===== src/rtl/booth_pkg.sv =====
// Shared definitions for the iterative radix-4 Booth multiplier/accumulator.
package booth_pkg;

    localparam logic [2:0] OP_MULT  = 3'd0;
    localparam logic [2:0] OP_MULTU = 3'd1;
    localparam logic [2:0] OP_MADD  = 3'd2;
    localparam logic [2:0] OP_MADDU = 3'd3;
    localparam logic [2:0] OP_MSUB  = 3'd4;
    localparam logic [2:0] OP_MSUBU = 3'd5;

    typedef enum logic [1:0] {
        IDLE,
        CALC,
        DONE
    } state_t;

    // Signed variants sign-extend both operands; codes 6/7 fall back to unsigned.
    function automatic logic is_signed(input logic [2:0] op);
        return (op == OP_MULT) || (op == OP_MADD) || (op == OP_MSUB);
    endfunction

    // Accumulating variants start from {HI,LO} instead of zero.
    function automatic logic is_accum(input logic [2:0] op);
        return (op == OP_MADD) || (op == OP_MADDU) || (op == OP_MSUB) || (op == OP_MSUBU);
    endfunction

    // Subtracting variants negate the multiplicand once at load.
    function automatic logic is_sub(input logic [2:0] op);
        return (op == OP_MSUB) || (op == OP_MSUBU);
    endfunction

endpackage


===== src/rtl/booth_pp_sel.sv =====
// Radix-4 Booth partial-product selector: picks 0, +-X or +-2X from a 3-bit group.
module booth_pp_sel #(
    parameter int E = 34
) (
    input  logic [E-1:0] x,
    input  logic [2:0]   grp,
    output logic [E:0]   pp
);

    logic [E:0] x1;
    logic [E:0] x2;

    assign x1 = {x[E-1], x};
    assign x2 = {x, 1'b0};

    // Booth recoding of {b[2i+1], b[2i], b[2i-1]}
    always_comb begin
        pp = '0;
        case (grp)
            3'b001, 3'b010: pp = x1;
            3'b011:         pp = x2;
            3'b100:         pp = '0 - x2;
            3'b101, 3'b110: pp = '0 - x1;
            default:        pp = '0;
        endcase
    end

endmodule


===== src/rtl/booth_mul_iter.sv =====
// Iterative radix-4 Booth multiplier/accumulator producing a {HI,LO} result.
module booth_mul_iter
    import booth_pkg::*;
#(
    parameter int WIDTH        = 32,
    parameter int PP_PER_CYCLE = 1
) (
    input  logic                 clk,
    input  logic                 resetn,
    input  logic                 start,
    input  logic [2:0]           op,
    input  logic [WIDTH-1:0]     a,
    input  logic [WIDTH-1:0]     b,
    input  logic [2*WIDTH-1:0]   acc_in,
    input  logic                 flush,
    input  logic                 ack,
    output logic                 ready,
    output logic                 busy,
    output logic                 valid,
    output logic [2*WIDTH-1:0]   result
);

    localparam int unsigned E   = WIDTH + 2;
    localparam int unsigned N   = E / 2;
    localparam int unsigned PPU = PP_PER_CYCLE;
    localparam int unsigned S   = (N + PPU - 1) / PPU;
    localparam int unsigned AW  = 2 * WIDTH + 4;
    localparam int unsigned SH  = 2 * PPU;
    localparam int unsigned CW  = $clog2(S);
    localparam logic [CW-1:0] LAST = CW'(S - 1);

    state_t        state;
    state_t        state_next;
    logic [CW-1:0] cnt;
    logic [E-1:0]  mcand;
    logic [E:0]    mplier;
    logic [AW-1:0] acc;
    logic [AW-1:0] acc_next;
    logic [AW-1:0] term;
    int unsigned   idx;
    logic          accept;
    logic [E-1:0]  a_ext;
    logic [E-1:0]  b_ext;
    logic [E-1:0]  x_load;
    logic [E:0]    pp [PP_PER_CYCLE];

    assign accept = (state == IDLE) && start && !flush;
    assign ready  = (state == IDLE);
    assign busy   = (state == CALC);
    assign valid  = (state == DONE);
    assign result = acc[2*WIDTH-1:0];

    // Operand extension; subtract ops negate the E-bit multiplicand so -2^(WIDTH-1) cannot overflow
    always_comb begin
        a_ext  = is_signed(op) ? {{2{a[WIDTH-1]}}, a} : {2'b00, a};
        b_ext  = is_signed(op) ? {{2{b[WIDTH-1]}}, b} : {2'b00, b};
        x_load = is_sub(op) ? ('0 - a_ext) : a_ext;
    end

    // Low bits of the multiplier shift register form the groups retired this cycle
    for (genvar g = 0; g < PP_PER_CYCLE; g++) begin : g_pp
        booth_pp_sel #(.E(E)) u_sel (
            .x   (mcand),
            .grp (mplier[2*g+2:2*g]),
            .pp  (pp[g])
        );
    end

    // Accumulate this cycle's partial products at their group weights; surplus groups add nothing
    always_comb begin
        acc_next = acc;
        term     = '0;
        idx      = 0;
        for (int unsigned g = 0; g < PPU; g++) begin
            idx  = 32'(cnt) * PPU + g;
            term = {{(AW-E-1){pp[g][E]}}, pp[g]};
            if (idx < N) begin
                acc_next = acc_next + (term << (2 * idx));
            end
        end
    end

    // State register
    always_ff @(posedge clk or negedge resetn) begin
        if (!resetn) begin
            state <= IDLE;
        end else begin
            state <= state_next;
        end
    end

    // Next-state logic: flush aborts CALC/DONE, ack retires DONE
    always_comb begin
        state_next = state;
        case (state)
            IDLE: begin
                if (accept) state_next = CALC;
            end
            CALC: begin
                if (flush)             state_next = IDLE;
                else if (cnt == LAST)  state_next = DONE;
            end
            DONE: begin
                if (flush || ack) state_next = IDLE;
            end
            default: state_next = IDLE;
        endcase
    end

    // Operand load on accept, one step of accumulation per CALC cycle
    always_ff @(posedge clk or negedge resetn) begin
        if (!resetn) begin
            cnt    <= '0;
            mcand  <= '0;
            mplier <= '0;
            acc    <= '0;
        end else if (accept) begin
            cnt    <= '0;
            mcand  <= x_load;
            mplier <= {b_ext, 1'b0};
            acc    <= is_accum(op) ? {4'b0000, acc_in} : '0;
        end else if ((state == CALC) && !flush) begin
            cnt    <= (cnt == LAST) ? '0 : cnt + CW'(1);
            mplier <= mplier >> SH;
            acc    <= acc_next;
        end
    end

endmodule


===== config.mk =====
export PLATFORM = sky130hd
export DESIGN_NAME = booth_mul_iter
export DESIGN_NICKNAME = d
export VERILOG_FILES = /design/src/rtl/booth_pkg.sv /design/src/rtl/booth_pp_sel.sv /design/src/rtl/booth_mul_iter.sv
export SDC_FILE = /design/constraint.sdc
export NUM_CORES = 1
export LEC_CHECK = 0
export ABC_AREA = 1
export CORE_UTILIZATION = 52
export DETAILED_ROUTE_END_ITERATION = 8
export HOLD_SLACK_MARGIN = 0.15
export PLACE_DENSITY = 0.84
export RECOVER_POWER = 100
export SLEW_MARGIN = 20
export SYNTH_ARGS = -nofsm -noshare
export SYNTH_HDL_FRONTEND = slang
export SYNTH_SLANG_ARGS = --single-unit

===== constraint.sdc =====
create_clock -name clk -period 4.15 [get_ports clk]
set_clock_uncertainty 0.15 [all_clocks]
set_input_delay 0.83 -clock clk [delete_from_list [all_inputs] [get_ports clk]]
set_output_delay 0.83 -clock clk [all_outputs]
set_load 0.05 [all_outputs]

==> results of run 1 <==
logic make-up after synthesis:
group           count (synthesis)  synth area share, %
xor+xnor                       72                4.210
buf+inv                       373                9.723
flops                         139                22.95
fa+ha+maj                      68                5.662
simple gates                 1122                32.01
compound gates                674                25.18
mux                             4               0.2641
metal layers:
| layer | track usage, % | overflow |
|---|---|---|
| met1 | 83.19 | 11 |
| met2 | 102.1 | 332 |
| met3 | 70.65 | 7 |
| met4 | 92.00 | 180 |
| met5 | 32.05 | 1 |
what timing repair did:
item                       4_1_cts
hold buffers                     0
setup endpoints to repair       53
resized for setup              546
hold endpoints to repair         0
setup buffers                   93
pin swaps                      187
through the flow:
step / util (%) / instances / setup slack [ns]
4_1_cts: 85.44 / 3561 / -0.5001
3_5_place_dp: 73.88 / 3440 / -1.125
3_3_place_gp: 73.88 / 3440 / -1.159
2_1_floorplan: - / 2452 / 0.05874
==> summary.txt, run 1 <==
Status
  – Status: did not finish
  – Failing step: 5_1_grt
  – First Err: [ERROR GRT-0232] Routing congestion too high. Check the congestion heatmap in the GUI.

Floorplan
  – # rows: 62
  – Width of the die: 172.7 um
  – Initial Util: ~53%
  – Boundary pin count: between 200 and 250
  – Die Y: approximately 170 um

Clocking
  – CTS Buf Count: 17
  – H-tree depth: 4
  – Sink Count: 139
  – Clock buffer depth: 2
  – CTS Root Buffer Type: clkbuf_16

Logic synthesis
  – Top FF cell, synth: dfrtp_1
  – Syn nets: 2656
  – Top cells by area, synth: dfrtp_1 (23%), nand2_1 (14%), o21ai_0 (8.4%)
  – Post-Synthesis Cells: ~2.5k
  – Count leader, synth: nand2_1
  – Mean Syn Cell Area: 6.182 um^2
  – Synth top area share: between 20 and 25%
  – Asr flop ratio synth: between 90% and 100%
  – Synthesized cell area: approximately 15000 um^2
  – Area leader, netlist: dfrtp_1
  – Commonest cells in the netlist: nand2_1 (551), nor2_1 (275), o21ai_0 (254), inv_1 (247), a21oi_1 (180)
  – Sequential element share of the synthesized area: approximately 23%
  – Synth cell types: 64
  – Synth warn: 0
  – Number of enable flip-flop cells after synthesis: 0
  – #FFs+latches synth: between 100 and 150

Global routing
  – Largest net degree at the start of global routing: about 100
  – GRT overflow: 531
  – GRT Util Overall: 85.46%

Place
  – Routability congestion estimate: about 1.1
  – Post-detail-place hpwl: between 50000 and 60000 um
  – Port buffer count: between 200 and 250
  – Placed instance area: between 20000 and 25000 um^2

Timing
  – Worst_ep kind: register input
  – Grt repair worst endpoint: acc[37]$_DFFE_PN0P_/D
==> inputs of run 2 (changes only) <==
Settings changed: CORE_UTILIZATION 52 to 40, HOLD_SLACK_MARGIN 0.15 to not set, PLACE_DENSITY 0.84 to not set, PLACE_DENSITY_LB_ADDON set to 0.15.
Clock period 4.15 ns to 5.4 ns, I/O delays scaled along.
==> run 2 against run 1 <==
- the flow now finishes, with violations (max-capacitance violations, max-slew violations)
- synthesized cell count unchanged
- area after synthesis unchanged
==> summary.txt, run 2 <==
Status
  – Failing checks: max-capacitance violations, max-slew violations
  – Status: complete, but fails checks

Place
  – Routability congestion estimate: around 1
  – Port buffer count: 202
  – Post-detail-place hpwl: 51800 um
  – Inst Count DP: ~3.1k
  – Place WS: approximately 0.014 ns

Route
  – Remaining antenna violation count after routing: 0
  – Initial DRT Pass Iterations: 6
  – Via count: about 18k
  – DRC viols: 0
  – Vias per cell: roughly 5.7
  – Iteration-0 DRC Markers: between 1.5k and 2k
  – Routed WL: ~64000 um
  – WL/cell: between 20 and 25 um

Floorplan
  – Width of the die: between 150 and 200 um
  – Core area: approximately 37000 um^2
  – Die area: 38680 um^2
  – Die Y: 196.7 um
  – Initial Util: 41.01%
  – Boundary pin count: 203
  – # rows: 70

Setup path
  – Crit path DAT: approximately 5.4 ns
  – Worst Setup SP: mcand[8]
  – Crit path max-delay cell type: dfrtp_2
  – Max incr delay on CP: between 0.4 and 0.5 ns
  – Setup CP Type: reg -> reg
  – Startpoint Class: flop
  – Crit end category: flop
  – Reg2reg setup slack: between 0.15 and 0.2 ns
  – Most common cell on crit path: nand2_1
  – Buf/Inv on CP: 4
  – WP data required: roughly 5.6 ns
  – Cell class contributing the biggest share of worst-path delay: simple AND/OR/NAND/NOR gates
  – Worst r2r src: mcand[8]
  – Crit path max fanout: 5

Timing
  – Slew @ Worst Pin: approximately 3.3 ns
  – Tmin final: between 5 and 6 ns
  – Crit share post-route: 96.97%
  – Final hold vios: 0
  – Pins Over Slew Limit: between 100 and 150
  – Fmax: roughly 0.19 GHz
  – Rel. slew slack: -118.3%
  – Setup TNS: 0 ns
  – Final setup viols: 0
  – RSZ-0062 raised after global routing: true
  – Worst Slack Setup Final: 0.1637 ns

Logic synthesis
  – Count leader, synth: nand2_1
  – Synth warn: 0
  – Number of enable flip-flop cells after synthesis: 0
  – Largest family of logic cells by synthesized area: simple AND/OR/NAND/NOR gates
  – Synth Area in XOR/XNOR: 4.210%
  – Adder-cell share of the synthesized area: under 10%
  – Mux share of post-synthesis cell area: less than 1%
  – Mean Syn Cell Area: around 6 um^2
  – Syn nets: 2656
  – Simple-gate portion of the synthesized area: 32.01%
  – Top cells by area, synth: dfrtp_1 (23%), nand2_1 (14%), o21ai_0 (8.4%)
  – Area leader, netlist: dfrtp_1
  – Asr flop ratio synth: 100.0%
  – Post-synthesis compound-gate area fraction: about a quarter
  – Sequential element share of the synthesized area: 22.95%
  – Post-Synthesis Cells: about 2.5k
  – Commonest cells in the netlist: nand2_1 (551), nor2_1 (275), o21ai_0 (254), inv_1 (247), a21oi_1 (180)
  – Top FF cell, synth: dfrtp_1
  – Synth cell types: 64
  – Synthesized cell area: between 15000 and 20000 um^2
  – Synth top area share: 22.95%
  – #FFs+latches synth: between 100 and 150

Clocking
  – CTS Buf Count: 17
  – Clock buffer depth: 2
  – H-tree depth: 4
  – Hold buffer count at CTS: 0
  – CTS Root Buffer Type: clkbuf_16
  – Clk Latency, worst-skew pair: 0.46 ns
  – Reg clk slew, reported paths: approximately 0.07 ns
  – Sink Count: 139
  – CTS tree: yes

Global routing
  – GRT overflow: 0
  – First-pass GRT wire length: 98040 um
  – Vias in the first global route: 16.83k
  – GRT Util Overall: about a third
  – Antenna violations before repair: 2
  – Largest net degree at the start of global routing: 89

Final layout
  – Top Registers: acc: 64 flops, mcand: 34 flops, mplier: 34 flops
  – Most common cell after layout, fill and taps aside: nand2_1
  – Most frequent cells in the layout: nand2_1 (545), nor2_1 (257), inv_1 (246)
  – Non-filler instance count after layout: 3187
  – Fill count: between 3k and 4k
  – P&R area growth vs syn: 26.74%
  – Final core area utilization: 51.98%
  – Fin nets: between 2k and 3k
  – Reg with most FFs: acc
  – Largest register FFs: 64
  – Share of layout cells above drive strength 1: 11.74%

Worst hold path
  – HP Class: reg -> reg
  – Hold path startpoint: mplier[33]

Run
  – Max cap viols: 2
run 2: area by class of cell:
| cell class | instances | area, um^2 | area share (%) |
|---|---|---|---|
| diodes | 1 | 2.502 | 0.01303 |
| clock buffers | 17 | 425.4 | 2.214 |
| clock inverters | 15 | 176.4 | 0.9183 |
| inverters | 266 | 1007 | 5.243 |
| multi-input cells | 1940 | 10640 | 55.41 |
| flip-flops and latches | 139 | 3486 | 18.15 |
| well taps | 504 | 630.6 | 3.283 |
| repair buffers | 305 | 2839 | 14.78 |
run 2: routing by layer:
| metal | part of all wire (%) | GRT usage [%] | vias up |
|---|---|---|---|
| li1 | - | - | 8706 |
| met1 | 45 | 46.92 | 8368 |
| met3 | 9.3 | 7.307 | 97 |
| met5 | 0.014 | 0 | - |
| met4 | 3.0 | 10.71 | 2 |
| met2 | 42 | 49.57 | 857 |
run 2: kinds of logic (layout without fill, tap and decap cells):
logic type / after synthesis / after routing
xor gates and xnor gates: 72 / 72
and+or+nand+nor: 1122 / 1122
AOI/OAI and AO/OA: 674 / 674
DFF: 139 / 139
adders and majority gates: 68 / 68
muxes: 4 / 4
buffers and inverters: 373 / 603
other: 0 / 1
run 2: through the flow:
| stage | instance area (um^2) | hold slack, ns |
|---|---|---|
| after global routing | 19210 | 0.3762 |
| after floorplan | 15160 | 0.3106 |
| final | 19210 | 0.3406 |
| after CTS | 18710 | 0.3457 |
| after detailed placement | 18100 | 0.3262 |
| after global placement | 18100 | 0.3253 |
run 2: final timing paths:
path	endpoint	cells past startpoint
setup / recovery	acc[57]	31
hold / removal	mplier[33]	1
setup reg to reg	acc[57]	31
hold reg to reg	mplier[33]	1
max in group asynchronous	mcand[20]	2
min in group asynchronous	acc[3]	1
run 2: what timing repair did:
action / 4_1_cts / 5_1_grt
endpoints found under the setup margin: 2 / 41
pin swaps: 0 / 15
resized for setup: 3 / 133
buffers inserted: 0 / 8
run 2: worst register-to-register path, delay by kind of cell, from the launching register on:
kind	cells	cell delay, ns
AO/OA/AOI/OAI	6	1.02
XOR/XNOR	2	0.31
adder cells (fa/ha/maj)	1	0.43
buffers and inverters	4	0.63
flip-flops	1	0.45
AND/OR/NAND/NOR	18	2.12
Power of run 2 is not shown: default switching activity piles up to over one toggle a cycle in this logic, so the estimate is an artifact.
